### config.mk
export PLATFORM = sky130hd
export DESIGN_NAME = palindrome_stats_flat
export DESIGN_NICKNAME = d
export VERILOG_FILES = /design/src/rtl/palindrome_stats_if.sv /design/src/rtl/palindrome_stats.sv /design/src/flat_wrapper.sv
export SDC_FILE = /design/constraint.sdc
export NUM_CORES = 1
export LEC_CHECK = 0
export ABC_AREA = 1
export CAP_MARGIN = 30
export CORE_MARGIN = 2
export CORE_UTILIZATION = 57
export CTS_BUF_LIST = sky130_fd_sc_hd__clkbuf_4 sky130_fd_sc_hd__clkbuf_8 sky130_fd_sc_hd__clkbuf_16
export CTS_CLUSTER_DIAMETER = 60
export DETAILED_ROUTE_END_ITERATION = 12
export MAX_ROUTING_LAYER = met4
export PLACE_DENSITY = 0.8
export REMOVE_ABC_BUFFERS = 1
export SYNTH_ARGS = -nofsm -noshare
export SYNTH_HDL_FRONTEND = slang
export SYNTH_SLANG_ARGS = --single-unit
### constraint.sdc
create_clock -name clk -period 5.35 [get_ports clk]
set_input_delay 1.605 -clock clk [delete_from_list [all_inputs] [get_ports clk]]
set_output_delay 1.605 -clock clk [all_outputs]
set_load 0.05 [all_outputs]
### src/rtl/palindrome_stats_if.sv
// Report channel from palindrome_stats to the status/CSR logic.
interface palindrome_stats_if #(
    parameter int unsigned CNT_W = 5
);
    logic             rpt_valid_o;
    logic             rpt_ready_i;
    logic [CNT_W-1:0] rpt_hits_o;
    logic [CNT_W-1:0] rpt_max_run_o;
    logic             rpt_overrun_o;

    // Producer side (the statistics block)
    modport master (
        output rpt_valid_o,
        output rpt_hits_o,
        output rpt_max_run_o,
        output rpt_overrun_o,
        input  rpt_ready_i
    );

    // Consumer side (status/CSR logic)
    modport slave (
        input  rpt_valid_o,
        input  rpt_hits_o,
        input  rpt_max_run_o,
        input  rpt_overrun_o,
        output rpt_ready_i
    );
endinterface

### src/rtl/palindrome_stats.sv
// Frame statistics for the palindrome detector: hit count and longest hit run
// per WINDOW armed samples, delivered through a one-entry report register.
module palindrome_stats #(
    parameter int unsigned WINDOW = 16,
    parameter int unsigned CNT_W  = 5
) (
    input  logic               clk,
    input  logic               reset,
    input  logic               palindrome_i,
    input  logic               armed_i,
    palindrome_stats_if.master rpt
);
    typedef enum logic {EMPTY, FULL} state_t;

    localparam logic [CNT_W-1:0] LAST_POS = CNT_W'(WINDOW - 1);

    state_t           state;
    logic [CNT_W-1:0] pos;
    logic [CNT_W-1:0] hits;
    logic [CNT_W-1:0] cur_run;
    logic [CNT_W-1:0] max_run;
    logic             lost;

    logic [CNT_W-1:0] rpt_hits_q;
    logic [CNT_W-1:0] rpt_max_run_q;
    logic             rpt_overrun_q;

    logic             frame_end_c;
    logic [CNT_W-1:0] hits_next_c;
    logic [CNT_W-1:0] run_next_c;
    logic [CNT_W-1:0] max_next_c;

    // Values the accumulator would hold after absorbing the current sample
    always_comb begin
        frame_end_c = armed_i && (pos == LAST_POS);
        hits_next_c = hits + CNT_W'(palindrome_i);
        run_next_c  = cur_run + CNT_W'(1);
        max_next_c  = (palindrome_i && (run_next_c > max_run)) ? run_next_c : max_run;
    end

    // Accumulator plus report register; a report load captures the final frame values
    always_ff @(posedge clk) begin
        if (reset) begin
            state         <= EMPTY;
            pos           <= '0;
            hits          <= '0;
            cur_run       <= '0;
            max_run       <= '0;
            lost          <= 1'b0;
            rpt_hits_q    <= '0;
            rpt_max_run_q <= '0;
            rpt_overrun_q <= 1'b0;
        end else begin
            if (armed_i) begin
                if (frame_end_c) begin
                    pos     <= '0;
                    hits    <= '0;
                    cur_run <= '0;
                    max_run <= '0;
                end else begin
                    pos     <= pos + CNT_W'(1);
                    hits    <= hits_next_c;
                    cur_run <= palindrome_i ? run_next_c : '0;
                    max_run <= max_next_c;
                end
            end else begin
                cur_run <= '0;
            end

            case (state)
                EMPTY: begin
                    if (frame_end_c) begin
                        state         <= FULL;
                        rpt_hits_q    <= hits_next_c;
                        rpt_max_run_q <= max_next_c;
                        rpt_overrun_q <= lost;
                        lost          <= 1'b0;
                    end
                end
                FULL: begin
                    if (rpt.rpt_ready_i) begin
                        if (frame_end_c) begin
                            rpt_hits_q    <= hits_next_c;
                            rpt_max_run_q <= max_next_c;
                            rpt_overrun_q <= lost;
                            lost          <= 1'b0;
                        end else begin
                            state <= EMPTY;
                        end
                    end else if (frame_end_c) begin
                        lost <= 1'b1;
                    end
                end
                default: state <= EMPTY;
            endcase
        end
    end

    // Report channel driven straight from registers
    assign rpt.rpt_valid_o   = (state == FULL);
    assign rpt.rpt_hits_o    = rpt_hits_q;
    assign rpt.rpt_max_run_o = rpt_max_run_q;
    assign rpt.rpt_overrun_o = rpt_overrun_q;
endmodule
### src/flat_wrapper.sv
// flat-port wrapper written by rule: the top's interface ports become plain ports
module palindrome_stats_flat 
#(
    parameter int unsigned WINDOW = 16,
    parameter int unsigned CNT_W  = 5
)
  (clk, reset, palindrome_i, armed_i, rpt_rpt_valid_o, rpt_rpt_hits_o, rpt_rpt_max_run_o, rpt_rpt_overrun_o, rpt_rpt_ready_i);
  palindrome_stats_if #(.CNT_W(CNT_W)) rpt_i ();
  input  logic clk;
  input  logic reset;
  input  logic palindrome_i;
  input  logic armed_i;
  output wire logic [$bits(rpt_i.rpt_valid_o)-1:0] rpt_rpt_valid_o;
  output wire logic [$bits(rpt_i.rpt_hits_o)-1:0] rpt_rpt_hits_o;
  output wire logic [$bits(rpt_i.rpt_max_run_o)-1:0] rpt_rpt_max_run_o;
  output wire logic [$bits(rpt_i.rpt_overrun_o)-1:0] rpt_rpt_overrun_o;
  input wire logic [$bits(rpt_i.rpt_ready_i)-1:0] rpt_rpt_ready_i;
  assign rpt_rpt_valid_o = rpt_i.rpt_valid_o;
  assign rpt_rpt_hits_o = rpt_i.rpt_hits_o;
  assign rpt_rpt_max_run_o = rpt_i.rpt_max_run_o;
  assign rpt_rpt_overrun_o = rpt_i.rpt_overrun_o;
  assign rpt_i.rpt_ready_i = rpt_rpt_ready_i;
  palindrome_stats #(.WINDOW(WINDOW), .CNT_W(CNT_W)) u_core (.clk(clk), .reset(reset), .palindrome_i(palindrome_i), .armed_i(armed_i), .rpt(rpt_i));
endmodule
==> results.yml, run 1 <==
outcome:
  outcome: "finished clean"
routing:
  num_vias: 1268
  postRouteAntennaNets: 0
  wire_per_inst_um: 12.1
  drc_errors: 0
  drtPass1Iterations: 4
  vias_per_cell: 5.28
  drt_wl_total_mm: 2.90
  drt-initial-drc-count: 42
worst_hold_path:
  hp-start: "u_core.rpt.rpt_max_run_o[3]"
  hp-class: "reg -> reg"
  whs_path_depth: 2
  whs_endpoint: "u_core.rpt.rpt_max_run_o[3]"
worst_setup_path:
  crit_slowest_cell: "nor2_1"
  cp_max_fo: 12
  reg2reg_depth: 12
  endpoint_kind: "flip-flop"
  path_buf_inv: 3
  path_cells: "clkdlybuf4s50_1 -> inv_1 -> nor2_1 -> inv_1 -> o21a_1 -> nor2_1"
  r2r_setup_slack_ps: 2860
  required_ps: 5620
  reg2reg_from: "u_core.cur_run[0]"
  slowest_delay_ps: 620
  worstPathArrival_ps: 3410
  crit_family: "buffers and inverters"
  cp-start-kind: "input port"
  crit_type: "in -> reg"
  reg2reg_to: "u_core.max_run[4]"
clock_network:
  cts.clk_slew.worst_paths_ps: 100
  cts_tree: "done"
  ctsHtreeMaxLevel: 2
  clock_latency_ps: 330
  cts.sinks: 33
  cts_made_buffers: 5
  cts_max_path_buffers: 2
  root_buffer: "clkbuf_4"
  postCtsResizedCells: 0
  cts_hold_repair.buffers: 0
  cts_setup_buffers: 0
global_routing:
  antenna_found_initial: 0
  track_usage: 0.202
  grt_max_degree: 15
  gr-total-overflow: 0
  grt_pass1_wl_mm: 4.84
  first_global_vias: 1210
sta:
  hold_viol: 0
  setup_tns_ps: 0
  slew_headroom: 0.511
  timing.final.crit_period_ps: 3140
  setup_viol: 0
  grt_setup_unrepaired: "false"
  fin_crit_sh: 0.586
  worst_pin_slew_ps: 731
  drv_slew: 0
  fmax_ghz: 0.319
  fin_worst_skew_ps: 7.11
synth:
  synth_area_per_cell_um2: 8.18
  synth-edff-count: 0
  yosysWarnings: 0
  synth_area_um2: 1560
  yosysSeqAreaShare: 0.423
  synth.distinct_cells: 24
  synthCells: 191
  ys.flop_type: "dfxtp_1"
  ys_seq_elements: 33
  async_flop_share: 0
final_layout:
  antenna_cells: 0
  final_cell_area_um2: 1780
  fillCellCount: 219
  syn_to_final_growth_pct: 13.8
  fin_nets: 223
  drive_above_1_share: 0.190
floorplanning:
  rows: 18
  coreArea_um2: 2540
  start_util: 0.614
  io_pins: 17
  die_x_um: 56.4
  die-area_um2: 3180
  chipHeight_um: 56.4
power_and_ir_drop:
  power_density_nw_per_um2: 263
  p_leak_nw: 0.766
  vdd_drop_max_v: 0.000240
placed_design:
  place_area_um2: 1720
  io_buffers: 16
  dp_hpwl_mm: 2.12
  place.gp.congestion: 0.801
job:
  cap_violations: 0
-- state kept, by name, indices dropped and copies added, names as in the netlist --
| register | flops |
|---|---|
| u_core.rpt.rpt_valid_o | 1 |
| u_core.rpt.rpt_max_run_o | 5 |
| u_core.lost | 1 |
| u_core.max_run | 5 |
| u_core.rpt.rpt_overrun_o | 1 |
| u_core.hits | 5 |
| u_core.pos | 5 |
| u_core.cur_run | 5 |
| u_core.rpt.rpt_hits_o | 5 |
-- worst reg2reg max path: cells and delay by family, from the launching register on --
| kind | cells | cell delay, ps |
|---|---|---|
| AOI/OAI and AO/OA | 2 | 430 |
| buffers and inverters | 1 | 80 |
| DFF | 1 | 430 |
| adders and majority gates | 2 | 530 |
| and+or+nand+nor | 6 | 640 |
| xor gates and xnor gates | 1 | 290 |
-- cell usage in the layout (no fill, tap or decap), types with 4 or more instances in the layout --
cell type	n
o21ai_2	10
nor2_1	11
xor2_1	6
dfxtp_1	33
clkdlybuf4s50_1	16
nand3_1	15
inv_1	24
nand2_2	12
nand2_1	37
a21oi_1	13
ha_1	9
clkbuf_4	6
nand3_2	4
-- metrics by stage --
| step | power [mW] | util | hold WS, ps | instances | worst slack [ps] |
|---|---|---|---|---|---|
| after global placement | 0.333 | 0.677 | 446 | 232 | 1960 |
| after floorplan | 0.318 | - | 439 | 186 | 2730 |
| final | 0.468 | 0.699 | 464 | 240 | 2210 |
| after CTS | 0.472 | 0.699 | 468 | 240 | 2220 |
| after global routing | 0.490 | 0.699 | 480 | 240 | 2040 |
| after detailed placement | 0.336 | 0.677 | 449 | 232 | 1900 |
-- Yosys cell counts (2+ instances only) --
master	instances	area, um2
nand2_2	12	75.1
nand2_1	37	139
xor2_1	6	52.6
ha_1	9	113
o21a_1	2	15.0
clkbuf_1	2	7.51
buf_6	2	22.5
dfxtp_1	33	661
o21ai_2	10	87.6
nand3_1	15	75.1
nor2_1	11	41.3
nand3_2	4	40.0
a21oi_1	13	65.1
inv_1	24	90.1
nor3_1	2	10.0
-- area by class of cell --
cell class	instances	area [um2]	share of cell area
Clock buffer	6	45.0	0.0253
Inverter	26	100	0.0563
Tap cell	30	37.5	0.0211
Clock inverter	2	10.0	0.00563
Multi-Input combinational cell	127	764	0.430
Timing Repair Buffer	16	160	0.0901
Sequential cell	33	661	0.372
-- logic make-up after synthesis --
group,share of synthesized area
XOR/XNOR,0.0392
flip-flops,0.423
buffers and inverters,0.0881
AO/OA/AOI/OAI,0.116
adder cells (fa/ha/maj),0.0721
AND/OR/NAND/NOR,0.262
-- power by group --
group	internal (mW)	switching, mW
Clock	0.0550	0.0805
Sequential	0.253	0.00481
Combinational	0.0241	0.0512
Total	0.332	0.137
-- how the worst max path moves through the flow --
stage / slack [ps] / from / to / cells past startpoint
5_1_grt: 2040 / armed_i / u_core.hits[4] / 6
4_1_cts: 2220 / armed_i / u_core.hits[4] / 6
6_report: 2210 / armed_i / u_core.hits[4] / 6
3_3_place_gp: 1960 / armed_i / u_core.hits[4] / 6
2_1_floorplan: 2730 / armed_i / u_core.hits[3] / 8
3_5_place_dp: 1900 / armed_i / u_core.hits[4] / 6
-- metal layers --
metal | part of all wire | global-route usage | vias up
met1 | 0.45 | 0.215 | 581
li1 | - | - | 642
met4 | 0.022 | 0.0850 | 0
met3 | 0.039 | 0.0507 | 10
met2 | 0.49 | 0.356 | 35
met5 | 0 | - | -
Note: power is estimated with default switching activity, not from simulation.
==> run 2, diff against run 1 <==
Settings changed: CORE_UTILIZATION 57 to 55, PLACE_DENSITY 0.8 to 0.78.
Clock period 5.35 ns to 3.25 ns, I/O delays scaled along.
==> run 2 against run 1 <==
Compared with the run above: global-route usage is 1.5 points higher; sequential power is 65% higher; routed wire length is 3.1% higher; highest routed layer unchanged; clock power is 70% higher; critical path depth is 5 lower; clock skew is 7.0 ps higher; core utilization is 4.2 points lower; flip-flop and latch count stayed put; non-clock buffer count is 2 higher; critical path type is now reg -> out; sequential share of layout area is 0.34 points lower; worst setup slack worse by 1500 ps; worst hold slack better by 3.8 ps.
==> results.yml, run 2 (synthesized netlist as in run 1, its figures left out) <==
worst_hold_path:
  hp-class: "reg -> reg"
  whs_path_depth: 2
  hp-start: "u_core.rpt.rpt_hits_o[2]"
  whs_endpoint: "u_core.rpt.rpt_hits_o[2]"
clock_network:
  clock_latency_ps: 340
  cts_setup_buffers: 0
  cts_hold_repair.buffers: 0
  cts_tree: "done"
  postCtsResizedCells: 0
  cts.clk_slew.worst_paths_ps: 110
  cts_max_path_buffers: 2
  cts.sinks: 33
  root_buffer: "clkbuf_4"
  cts_made_buffers: 5
  ctsHtreeMaxLevel: 2
final_layout:
  mostFrequentLayoutCell: "nand2_1"
  fillCellCount: 242
  mostFrequentLayoutCells: "nand2_1 (37), dfxtp_1 (33), inv_1 (24)"
  drive_above_1_share: 0.198
  final_util: 0.656
  multi_input_area_um2: 764
  layout.cells.non_filler: 243
  register_area_um2: 661
  syn_to_final_growth_pct: 14.8
  fin_nets: 225
  antenna_cells: 0
placed_design:
  dp_hpwl_mm: 2.21
  io_buffers: 16
  dp.cells: 235
  place_ws_ps: 659
  place.gp.congestion: 0.894
outcome:
  outcome: "finished clean"
routing:
  wire_per_inst_um: 12.3
  postRouteAntennaNets: 0
  vias_per_cell: 5.09
  drc_errors: 0
  drt_wl_total_mm: 2.99
  num_vias: 1236
  drt-initial-drc-count: 32
  drtPass1Iterations: 4
worst_setup_path:
  path_buf_inv: 1
  path_cells: "clkdlybuf4s50_1"
  cp_max_fo: 2
  reg2reg_to: "u_core.max_run[0]"
  crit_type: "reg -> out"
  crit_slowest_cell: "clkdlybuf4s50_1"
  reg2reg_depth: 12
  required_ps: 2270
  r2r_setup_slack_ps: 890
  worstPathArrival_ps: 1530
  endpoint_kind: "output pin"
  reg2reg_from: "u_core.cur_run[0]"
  slowest_delay_ps: 810
  crit_family: "buffers and inverters"
  cp-start-kind: "flip-flop"
floorplanning:
  chipHeight_um: 57.3
  coreArea_um2: 2730
  io_pins: 17
  die_x_um: 57.3
  die-area_um2: 3280
  start_util: 0.572
  rows: 19
sta:
  slew_headroom: 0.662
  timing.final.crit_period_ps: 2500
  hold_viol: 0
  grt_setup_unrepaired: "false"
  setup_tns_ps: 0
  fin_worst_skew_ps: 14.1
  layout_setup_ws_ps: 746
  fmax_ghz: 0.399
  setup_viol: 0
  drv_slew: 0
  fin_crit_sh: 0.770
  worst_pin_slew_ps: 506
job:
  cap_violations: 0
power_and_ir_drop:
  power_density_nw_per_um2: 433
  p_leak_nw: 0.775
  vdd_drop_max_v: 0.000301
global_routing:
  first_global_vias: 1198
  gr-total-overflow: 0
  track_usage: 0.217
  antenna_found_initial: 0
  grt_pass1_wl_mm: 5.20
  grt_max_degree: 14
==> run 2: cell count changes in the layout (fill, tap and decap cells not counted) <==
cell,delta
buf_4,+2
==> run 2: worst max path at each step <==
stage	start	to	slack (ps)	depth (start not counted)
finish	u_core.rpt.rpt_hits_o[0]	rpt_rpt_hits_o[0]	750	1
global route	u_core.cur_run[0]	u_core.max_run[4]	640	12
CTS	u_core.rpt.rpt_max_run_o[1]	rpt_rpt_max_run_o[1]	740	1
detailed placement	palindrome_i	u_core.hits[4]	660	7
global placement	armed_i	u_core.rpt.rpt_max_run_o[1]	750	7
floorplan	u_core.cur_run[0]	u_core.max_run[0]	1250	12
==> run 2: routing by layer <==
metal,vias up,wire length (um),track usage,part of all wire
met3,8,104,0.0476,0.035
li1,643,-,-,-
met1,565,1280,0.250,0.43
met2,20,1550,0.363,0.52
met5,-,0,-,0
met4,0,55,0.0963,0.018
==> run 2: layout make-up <==
type | count | area share
well taps | 31 | 0.0216
multi-input cells | 127 | 0.426
clock inverters | 2 | 0.00558
inverters | 26 | 0.0558
clock buffers | 6 | 0.0251
flip-flops and latches | 33 | 0.368
repair buffers | 18 | 0.0976
==> run 2: where the power goes <==
group / internal, mW / switching, mW / total (mW)
Sequential: 0.416 / 0.00794 / 0.424
Clock: 0.0907 / 0.140 / 0.231
Combinational: 0.0415 / 0.0815 / 0.123
==> run 2: stage by stage <==
stage | instance area [um2] | total power, mW | hold slack, ps
final | 1790 | 0.778 | 467
after global routing | 1790 | 0.815 | 483
after CTS | 1790 | 0.781 | 471
after detailed placement | 1740 | 0.553 | 451
after global placement | 1740 | 0.551 | 445
after floorplan | 1530 | 0.523 | 439
